**config.mk**
```make
export PLATFORM = sky130hd
export DESIGN_NAME = uart_rx_flat
export DESIGN_NICKNAME = d
export VERILOG_FILES = /design/src/rtl/uart_rx_if.sv /design/src/rtl/uart_rx.sv /design/src/flat_wrapper.sv
export SDC_FILE = /design/constraint.sdc
export NUM_CORES = 1
export LEC_CHECK = 0
export ABC_AREA = 1
export ABC_CLOCK_PERIOD_IN_PS = 1840
export CAP_MARGIN = 10
export CORE_UTILIZATION = 50
export CTS_CLUSTER_SIZE = 10
export DETAILED_ROUTE_END_ITERATION = 10
export GPL_TIMING_DRIVEN = 0
export HOLD_SLACK_MARGIN = 0.12
export PLACE_DENSITY_LB_ADDON = 0.1
export SLEW_MARGIN = 15
export SYNTH_ARGS = -nofsm -noshare
export SYNTH_HDL_FRONTEND = slang
export SYNTH_SLANG_ARGS = --single-unit
export TNS_END_PERCENT = 30
```
**constraint.sdc**
```tcl
create_clock -name clk -period 1.84 [get_ports clk]
set_input_delay 0.552 -clock clk [delete_from_list [all_inputs] [get_ports clk]]
set_output_delay 0.552 -clock clk [all_outputs]
set_load 0.02 [all_outputs]
```
**src/rtl/uart_rx_if.sv**
```systemverilog
// uart_rx_if: receive-side signal bundle between the rx pin, the UART
// receiver and the register-block consumer that acknowledges bytes.
interface uart_rx_if;
  logic       rx;
  logic       go;
  logic [7:0] data;
  logic       dr;
  logic       ferr;

  // Consumer / pin side: drives the serial line and the acknowledge.
  modport master (
    output rx,
    output go,
    input  data,
    input  dr,
    input  ferr
  );

  // Receiver side.
  modport slave (
    input  rx,
    input  go,
    output data,
    output dr,
    output ferr
  );
endinterface

```
**src/rtl/uart_rx.sv**
```systemverilog
// uart_rx: 8N1 LSB-first UART receiver with go/acknowledge handshake.
// All state changes on the falling clock edge; reset is synchronous, active-high.
// BIT_TIME = CLK_FREQ / BAUD_RATE must be at least 4.
module uart_rx #(
  parameter int unsigned CLK_FREQ  = 66_000_000,
  parameter int unsigned BAUD_RATE = 9600
) (
  input  logic     clk,
  input  logic     rst,
  uart_rx_if.slave bus
);

  localparam int unsigned BIT_TIME = CLK_FREQ / BAUD_RATE;
  localparam int unsigned HALF     = BIT_TIME / 2;
  localparam logic [31:0] BIT_M1   = 32'(BIT_TIME - 1);
  localparam logic [31:0] HALF_M1  = 32'(HALF - 1);

  typedef enum logic [6:0] {
    IDLE         = 7'b0000001,
    START        = 7'b0000010,
    DATA         = 7'b0000100,
    STOP         = 7'b0001000,
    WAIT_GO_HIGH = 7'b0010000,
    WAIT_GO_LOW  = 7'b0100000,
    WAIT_LINE    = 7'b1000000
  } state_t;

  state_t      state, state_n;
  logic [31:0] bit_time_counter, counter_n;
  logic [2:0]  bit_count, bit_count_n;
  logic [7:0]  shreg, shreg_n;
  logic        dr_q, dr_n;
  logic        ferr_q, ferr_n;
  logic        rx_meta, rxs;

  // Two-flop synchronizer for the asynchronous rx pin; idles high.
  always_ff @(negedge clk) begin
    if (rst) begin
      rx_meta <= 1'b1;
      rxs     <= 1'b1;
    end else begin
      rx_meta <= bus.rx;
      rxs     <= rx_meta;
    end
  end

  // State, counters, shift register and output flags.
  always_ff @(negedge clk) begin
    if (rst) begin
      state            <= IDLE;
      bit_time_counter <= '0;
      bit_count        <= '0;
      shreg            <= '0;
      dr_q             <= 1'b0;
      ferr_q           <= 1'b0;
    end else begin
      state            <= state_n;
      bit_time_counter <= counter_n;
      bit_count        <= bit_count_n;
      shreg            <= shreg_n;
      dr_q             <= dr_n;
      ferr_q           <= ferr_n;
    end
  end

  // Next-state logic: half-bit delay to centre on the start bit, then one
  // full bit time between samples; ferr defaults low so it is a one-cycle strobe.
  always_comb begin
    state_n     = state;
    counter_n   = bit_time_counter;
    bit_count_n = bit_count;
    shreg_n     = shreg;
    dr_n        = dr_q;
    ferr_n      = 1'b0;
    case (state)
      IDLE: begin
        if (!rxs) begin
          counter_n = HALF_M1;
          state_n   = START;
        end
      end
      START: begin
        if (bit_time_counter == '0) begin
          if (!rxs) begin
            counter_n   = BIT_M1;
            bit_count_n = '0;
            state_n     = DATA;
          end else begin
            state_n = IDLE;
          end
        end else begin
          counter_n = bit_time_counter - 32'd1;
        end
      end
      DATA: begin
        if (bit_time_counter == '0) begin
          shreg_n     = {rxs, shreg[7:1]};
          counter_n   = BIT_M1;
          bit_count_n = bit_count + 3'd1;
          if (bit_count == 3'd7) state_n = STOP;
        end else begin
          counter_n = bit_time_counter - 32'd1;
        end
      end
      STOP: begin
        if (bit_time_counter == '0) begin
          if (rxs) begin
            dr_n    = 1'b1;
            state_n = WAIT_GO_HIGH;
          end else begin
            ferr_n  = 1'b1;
            state_n = WAIT_LINE;
          end
        end else begin
          counter_n = bit_time_counter - 32'd1;
        end
      end
      WAIT_GO_HIGH: begin
        if (bus.go) begin
          dr_n    = 1'b0;
          state_n = WAIT_GO_LOW;
        end
      end
      WAIT_GO_LOW: begin
        if (!bus.go) state_n = IDLE;
      end
      WAIT_LINE: begin
        if (rxs) state_n = IDLE;
      end
      default: state_n = IDLE;
    endcase
  end

  assign bus.data = shreg;
  assign bus.dr   = dr_q;
  assign bus.ferr = ferr_q;

endmodule

```
**src/flat_wrapper.sv**
```systemverilog
// flat-port wrapper written by rule: the top's interface ports become plain ports
module uart_rx_flat 
#(
  parameter int unsigned CLK_FREQ  = 66_000_000,
  parameter int unsigned BAUD_RATE = 9600
)
  (clk, rst, bus_rx, bus_go, bus_data, bus_dr, bus_ferr);
  uart_rx_if bus_i ();
  input  logic clk;
  input  logic rst;
  input wire logic [$bits(bus_i.rx)-1:0] bus_rx;
  input wire logic [$bits(bus_i.go)-1:0] bus_go;
  output wire logic [$bits(bus_i.data)-1:0] bus_data;
  output wire logic [$bits(bus_i.dr)-1:0] bus_dr;
  output wire logic [$bits(bus_i.ferr)-1:0] bus_ferr;
  assign bus_i.rx = bus_rx;
  assign bus_i.go = bus_go;
  assign bus_data = bus_i.data;
  assign bus_dr = bus_i.dr;
  assign bus_ferr = bus_i.ferr;
  uart_rx #(.CLK_FREQ(CLK_FREQ), .BAUD_RATE(BAUD_RATE)) u_core (.clk(clk), .rst(rst), .bus(bus_i));
endmodule
```
# ---- Word level (Yosys, flattened, before mapping)
# Index checks and enable logic that the tools add are counted.
dict set report op_classes {
  n_addsub 2
  n_eq_ne 20
  mux 26
  n_bitwise 2
  reduce_logical 10
}
# operator n
set op_table {}
lappend op_table {{2-to-1 mux 32 bit} 5}
lappend op_table {{case mux 32 bit (4 select lines)} 1}
lappend op_table {{2-to-1 mux 7 bit} 9}
lappend op_table {{case mux 7 bit (7 select lines)} 1}
lappend op_table {{logical NOT 32 bit} 1}
lappend op_table {{subtractor 32 x 1 -> 32 bit, second input constant} 1}
lappend op_table {{2-to-1 mux 3 bit} 4}
lappend op_table {{!= test 2 x 1 -> 1 bit, second input constant} 6}
lappend op_table {{AND reduction 4 bit} 3}
lappend op_table {{!= test 2 bit, second input constant} 5}
lappend op_table {{AND reduction 8 bit} 1}
lappend op_table {{equality test 7 x 1 -> 1 bit, second input constant} 1}
lappend op_table {{equality test 7 x 2 -> 1 bit, second input constant} 1}
lappend op_table {{equality test 7 x 3 -> 1 bit, second input constant} 1}
lappend op_table {{equality test 7 x 4 -> 1 bit, second input constant} 1}
lappend op_table {{equality test 7 x 5 -> 1 bit, second input constant} 1}
lappend op_table {{equality test 7 x 6 -> 1 bit, second input constant} 1}
lappend op_table {{equality test 7 bit, second input constant} 1}
lappend op_table {{case mux 3 bit (2 select lines)} 1}
lappend op_table {{2-to-1 mux 1 bit} 4}
lappend op_table {{nonzero test 2 bit} 2}
lappend op_table {{nonzero test 4 bit} 1}
lappend op_table {{adder 3 x 1 -> 3 bit, second input constant} 1}
lappend op_table {{equality test 3 bit, second input constant} 1}
lappend op_table {{other kinds (5)} 6}
dict set report word_totals {
  ff_bits 54
  input_bits 4
  out_inout_bits 10
  elab_cells 68
}

# ---- Logic depth before layout (Yosys ltp)
# Gate-level depths: netlist (run 1).
dict set report logic_depth {
  depth_word 4
  depth_mapped 15
  depth_no_buf 14
}

==> metrics.txt, run 1 <==
final worst setup slack=-0.4682 ns; Detailed Place HPWL=7217 um; leading cell types by total area after synthesis=dfxtp_1 (31%), nand2_1 (13%), nor2_1 (12%); WL final=10320 um; core area=6756 um^2; Final Setup Violations=17; initial antenna violation count=0; H-tree depth=2; Remaining DRCs=0; Initial DRC Count=178; Synth area leader=dfxtp_1; Clk pin slew, worst setup/hold paths=0.05 ns; crit path buf inv count=1; Finished Cell Area=4436 um^2; Filler Cell Count=679; FFs w/ async S/R, synth=0%; CTS Buf Count=5; maxcap violations=0; CP endpoint kind=output pin; LEAKAGE=2.243 nW; vias per cell=5.304; dpl cell area=3789 um^2; die area=7320 um^2; power per standard cell area=1955 nW/um^2; Critical Path Source Type=flop; Nets=645; Tot Pwr=0.008670 W; Seq cells post-synth=54; share of layout cells above drive strength 1=23.98%; Critical Path, Cell by Cell=buf_6; Post-Synth XOR/XNOR Area=1.505%; global-route usage over all layers=29.05%; Rel. slew slack=59.89%; Required @ worst endpoint=1.29 ns; Worst Path Arrival=1.76 ns; most frequent cells in the layout=inv_1 (113), nand2_1 (111), nor2_1 (98), dfxtp_1 (42), nand3_1 (38); vias in the first global route=3580; mux contribution to synthesized area=0%; Yosys top cell area share=30.97%; largest buffer count on any clock path=2; max-slew violations=0; Final Util=65.65%; first-pass GRT wire length=16570 um; Die Ht=85.56 um; status=finished with violations; global placement routability congestion=0.9383; failing checks=negative setup slack; CTS sink count=54; largest family of logic cells by synthesized area=simple AND/OR/NAND/NOR gates; starting density of the core=51.67%; slowest stage delay, CP=0.33 ns; post-synthesis sequential area ratio=30.97%; Clock Skew=0.01902 ns; Mapped Area=3491 um^2; Hold Crit Class=flop to flop; setup_tns=-5.408 ns; RSZ-0062 raised after global routing=yes; Syn Area/Cell=6.301 um^2; Via Count=3808; first drt pass iteration count=5; I/O pin cnt=14; Mapped Nets=562; Die W=85.56 um; CP top delay family=flip-flops; synthesized instance count=554; worst skew pair latency=0.40 ns; Primary FF master, synth=dfxtp_1; VDD IR max=988.7 uV; EDFF count, synth=0; slowest cell on the critical path=dfxtp_2; CP Class=flop to output pin; largest fanout on the critical path=2; Overflow after GRT=0; most common cell after layout, fill and taps aside=inv_1; simple-gate area share of the yosys netlist=44.12%; ANT nets after route=0; Site Rows=30; Synth Area in Adders=1.434%; Area Growth Syn to Fin=27.06%; DR WL/cell=14.37 um; Placed Instances=646; Final Hold Viols=0; number of non-filler instances in the completed layout=718; pin count of the biggest net entering global routing=19; Root Driver=clkbuf_8; Port Buf Inserts=12; synth warn=0; Worst-Margin Slew=0.5984 ns; compound-gate portion of the synthesized area=11.25%; CTS tree=built; antenna cells=0; Cell variety after synth=36
## cell type report
| class | instances | area, um^2 | share of cell area, % |
|---|---|---|---|
| Buffer | 14 | 160.2 | 3.611 |
| Clock inverter | 57 | 231.5 | 5.219 |
| Tap cell | 80 | 100.1 | 2.257 |
| Inverter | 72 | 290.3 | 6.544 |
| Sequential cell | 54 | 1096 | 24.71 |
| Clock buffer | 5 | 68.82 | 1.551 |
| Multi-Input combinational cell | 413 | 2260 | 50.95 |
| Timing Repair Buffer | 23 | 229.0 | 5.162 |
## stage by stage
step,setup WS [ns],hold slack [ns]
2_1_floorplan,-0.3400,0.3895
3_3_place_gp,-1.177,0.3916
3_5_place_dp,-1.220,0.3989
4_1_cts,-0.4848,0.4041
5_1_grt,-0.5150,0.4402
6_report,-0.4682,0.3907
## power breakdown
| group | total, W | internal (W) | switching [W] |
|---|---|---|---|
| clock | 0.00122 | 0.000438 | 0.000777 |
| combinational | 0.00572 | 0.00195 | 0.00377 |
| sequential | 0.00174 | 0.00143 | 0.000312 |
## logic make-up (layout without fill, tap and decap cells)
kind of cell / after synthesis / after routing
AND/OR/NAND/NOR: 336 / 336
buffers and inverters: 87 / 171
AO/OA/AOI/OAI: 67 / 67
flip-flops: 54 / 54
XOR/XNOR: 6 / 6
adder cells (fa/ha/maj): 4 / 4
## per-layer routing
layer / wire length [um] / GRT usage (%) / vias up
li1: - / - / 1931
met2: 4762 / 46.55 / 102
met1: 4861 / 37.51 / 1761
met4: 99 / 8.485 / 0
met3: 593 / 9.336 / 14
met5: 0 / 0 / -
## Yosys cell counts, types with 2 or more instances
library cell  number
o21ai_1            3
inv_2              8
a21oi_2           10
clkbuf_1           4
a21oi_1           25
xnor2_1            2
nor2_2             9
ha_1               4
buf_6              5
nor2_4             2
nand2_1          122
or2_2              3
nand3_2            2
nor2_8             2
nand2_2            8
o21ai_0           25
nor2_1           115
nand2_4            3
dfxtp_1           54
inv_1             64
nor3_1             2
nand3_1           44
buf_2              3
nand4_1           20
xor2_1             4
## state kept, by name, indices dropped and copies added (netlist names)
register                 count
u_core.rxs                   1
u_core.state                 7
u_core.bus.dr                1
u_core.bus.ferr              1
u_core.bit_count             3
u_core.rx_meta               1
u_core.bus.data              8
u_core.bit_time_counter     32
## path summary, 6_finish.rpt
check	start	end	slack [ns]	depth (start not counted)
worst max-delay path	u_core.bus.data[7]	bus_data[7]	-0.47	1
worst min-delay path	u_core.rx_meta	u_core.rxs	0.39	1
worst max register to register	u_core.bit_time_counter[15]	u_core.bit_time_counter[27]	0.02	11
worst min register to register	u_core.rx_meta	u_core.rxs	0.39	1
## what timing repair did
| action | in CTS | in global routing |
|---|---|---|
| resized for setup | 106 | 45 |
| hold buffers | 0 | 0 |
| endpoints found under the setup margin | 61 | 59 |
| buffers inserted | 8 | 3 |
| pin swaps | 11 | 8 |
Note: power is estimated with default switching activity, not from simulation.
==> inputs of run 2 (changes only) <==
--- a/config.mk
+++ b/config.mk
@@ -14,6 +14,7 @@
 export GPL_TIMING_DRIVEN = 0
 export HOLD_SLACK_MARGIN = 0.12
 export PLACE_DENSITY_LB_ADDON = 0.1
+export RECOVER_POWER = 100
 export SLEW_MARGIN = 15
 export SYNTH_ARGS = -nofsm -noshare
 export SYNTH_HDL_FRONTEND = slang
==> run 2 against run 1 <==
The flow still finishes with violations (negative setup slack). Count of clock-buffer cells in the layout is the same. Utilization shrank 0.26 points. Cell count is the same. Combinational power is essentially flat. Power shrank 0.18%. Final area shrank 0.39%. Sequential power is essentially flat. Wire length is essentially flat. Worst hold slack gained 0.011 ns. Largest power group unchanged. Highest routed layer unchanged.
==> metrics.txt, run 2 (synthesis gave the netlist of run 1 again) <==
Critical Path Source Type=flop; RSZ-0062 raised after global routing=yes; first-pass GRT wire length=16570 um (unchanged); CP Class=flop to output pin; slowest stage delay, CP=0.33 ns (about the same); Worst setup endpoint=bus_data[7]; Reg-to-Reg End=u_core.bit_time_counter[10]; Die W=85.56 um (unchanged); Detailed Place HPWL=7217 um (unchanged); crit path buf inv count=1 (unchanged); starting density of the core=51.67% (unchanged); WP depth=1 (unchanged); Finished Cell Area=4418 um^2 (-0.39%); Area Growth Syn to Fin=26.56%; core area=6756 um^2 (unchanged); crit path from=u_core.bus.data[7]; antenna cells=0 (unchanged); Required @ worst endpoint=1.29 ns (about the same); Placed Instances=646 (unchanged); post-place setup slack=-1.220 ns (unchanged); number of non-filler instances in the completed layout=718 (unchanged); pin count of the biggest net entering global routing=19 (unchanged); WL final=10310 um (about the same); worst skew pair latency=0.40 ns (about the same); largest buffer count on any clock path=2 (unchanged); Rel. slew slack=59.94% (about the same); Worst Path Arrival=1.76 ns (about the same); Final Hold Viols=0 (unchanged); Remaining DRCs=0 (unchanged); VDD IR max=985.6 uV (-0.31%); CTS sink count=54 (unchanged); first drt pass iteration count=5 (unchanged); maxcap violations=0 (unchanged); Clock Skew=0.01900 ns (-0.00001610 ns); vias in the first global route=3580 (unchanged); Site Rows=30 (unchanged); depth of the most critical reg-to-reg path=12 (+1); Most flops, register=u_core.bit_time_counter; most common cell after layout, fill and taps aside=inv_1; CP endpoint kind=output pin; Filler Cell Count=682 (+0.44%); ANT nets after route=0 (unchanged); CTS tree=built; max-slew violations=0 (unchanged); Worst-Margin Slew=0.5976 ns (-0.0008017 ns); max FFs per register=32 (unchanged); r2r setup slk=0.02 ns (about the same); LEAKAGE=2.243 nW (about the same); Critical Path, Cell by Cell=buf_6; global-route usage over all layers=29.05% (unchanged); I/O pin cnt=14 (unchanged); CP top delay family=flip-flops; Die Ht=85.56 um (unchanged); Final Setup Violations=58 (+41); CTS Buf Count=5 (unchanged); dpl cell area=3789 um^2 (unchanged); Clk pin slew, worst setup/hold paths=0.04 ns (about the same); failing checks=negative setup slack; Hold-fix buffers, CTS=0 (unchanged); initial antenna violation count=0 (unchanged); share of layout cells above drive strength 1=23.82% (-0.16 points); Nets=645 (unchanged); Root Driver=clkbuf_8; die area=7320 um^2 (unchanged); reg2reg start=u_core.state[6]; final worst setup slack=-0.4672 ns (+0.001018 ns); Tot Pwr=0.008655 W (-0.18%); power per standard cell area=1959 nW/um^2 (+0.22%); DR WL/cell=14.36 um (about the same); largest fanout on the critical path=2 (unchanged); slowest cell on the critical path=dfxtp_2; Initial DRC Count=176 (-1.1%); Port Buf Inserts=12 (unchanged); status=finished with violations; most frequent cells in the layout=inv_1 (113), nand2_1 (111), nor2_1 (98), dfxtp_1 (42), nand3_1 (38); Hold Crit Class=flop to flop; global placement routability congestion=0.9383 (unchanged); H-tree depth=2 (unchanged); Via Count=3802 (-0.16%); vias per cell=5.295 (-0.16%); Overflow after GRT=0 (unchanged)
## run 2: changes by cell type in the layout (fill, tap and decap cells not counted), sizes merged
cell          change
clkbuf            -1
dlymetal6s2s      +1
## run 2: where the power goes
part           total [W]  internal, W  switching, W  leakage (nW)
registers        0.00174      0.00143      0.000313         0.445
clock network    0.00122     0.000439      0.000779         0.338
logic            0.00570      0.00194       0.00376          1.46
## run 2: per-stage QoR
stage,setup TNS [ns],hold WS [ns],utilization (%)
after global placement,-29.00,0.3916,56.07
final,-10.74,0.4016,65.39
after floorplan,-11.24,0.3895,-
after global routing,-12.72,0.4402,65.39
after CTS,-5.367,0.4041,63.24
after detailed placement,-30.10,0.3989,56.07
## run 2: what timing repair did
action / CTS / global route
cloned: 0 / 0
endpoints found under the setup margin: 61 / 59
pin swaps: 11 / 8
endpoints found under the hold margin: 0 / 0
resized for setup: 106 / 45
setup buffers: 8 / 3
## run 2: final cells by class
cell class | instances | area, um^2 | area share (%)
multi-input combinational | 413 | 2255 | 51.03
sequential | 54 | 1096 | 24.81
inverter | 72 | 290.3 | 6.570
clock inverter | 57 | 231.5 | 5.239
timing repair buffer | 23 | 229.0 | 5.183
buffer | 14 | 147.6 | 3.342
tap | 80 | 100.1 | 2.266
clock buffer | 5 | 68.82 | 1.558
## run 2: per-layer routing
metal  global-route usage [%]  vias to the layer above  part of all wire (%)
met5                        0                        -                     0
met4                    8.485                        0                   1.1
met3                    9.336                       16                   5.2
met2                    46.55                       90                    46
met1                    37.51                     1773                    48
li1                         -                     1923                     -
## run 2: worst min path at each step
stage / startpoint / end / slack (ns) / depth (start not counted)
2_1_floorplan: u_core.rx_meta / u_core.rxs / 0.39 / 1
4_1_cts: u_core.rx_meta / u_core.rxs / 0.40 / 1
5_1_grt: u_core.rx_meta / u_core.rxs / 0.44 / 1
6_report: u_core.rx_meta / u_core.rxs / 0.40 / 1
3_3_place_gp: u_core.rx_meta / u_core.rxs / 0.39 / 1
3_5_place_dp: u_core.rx_meta / u_core.rxs / 0.40 / 1
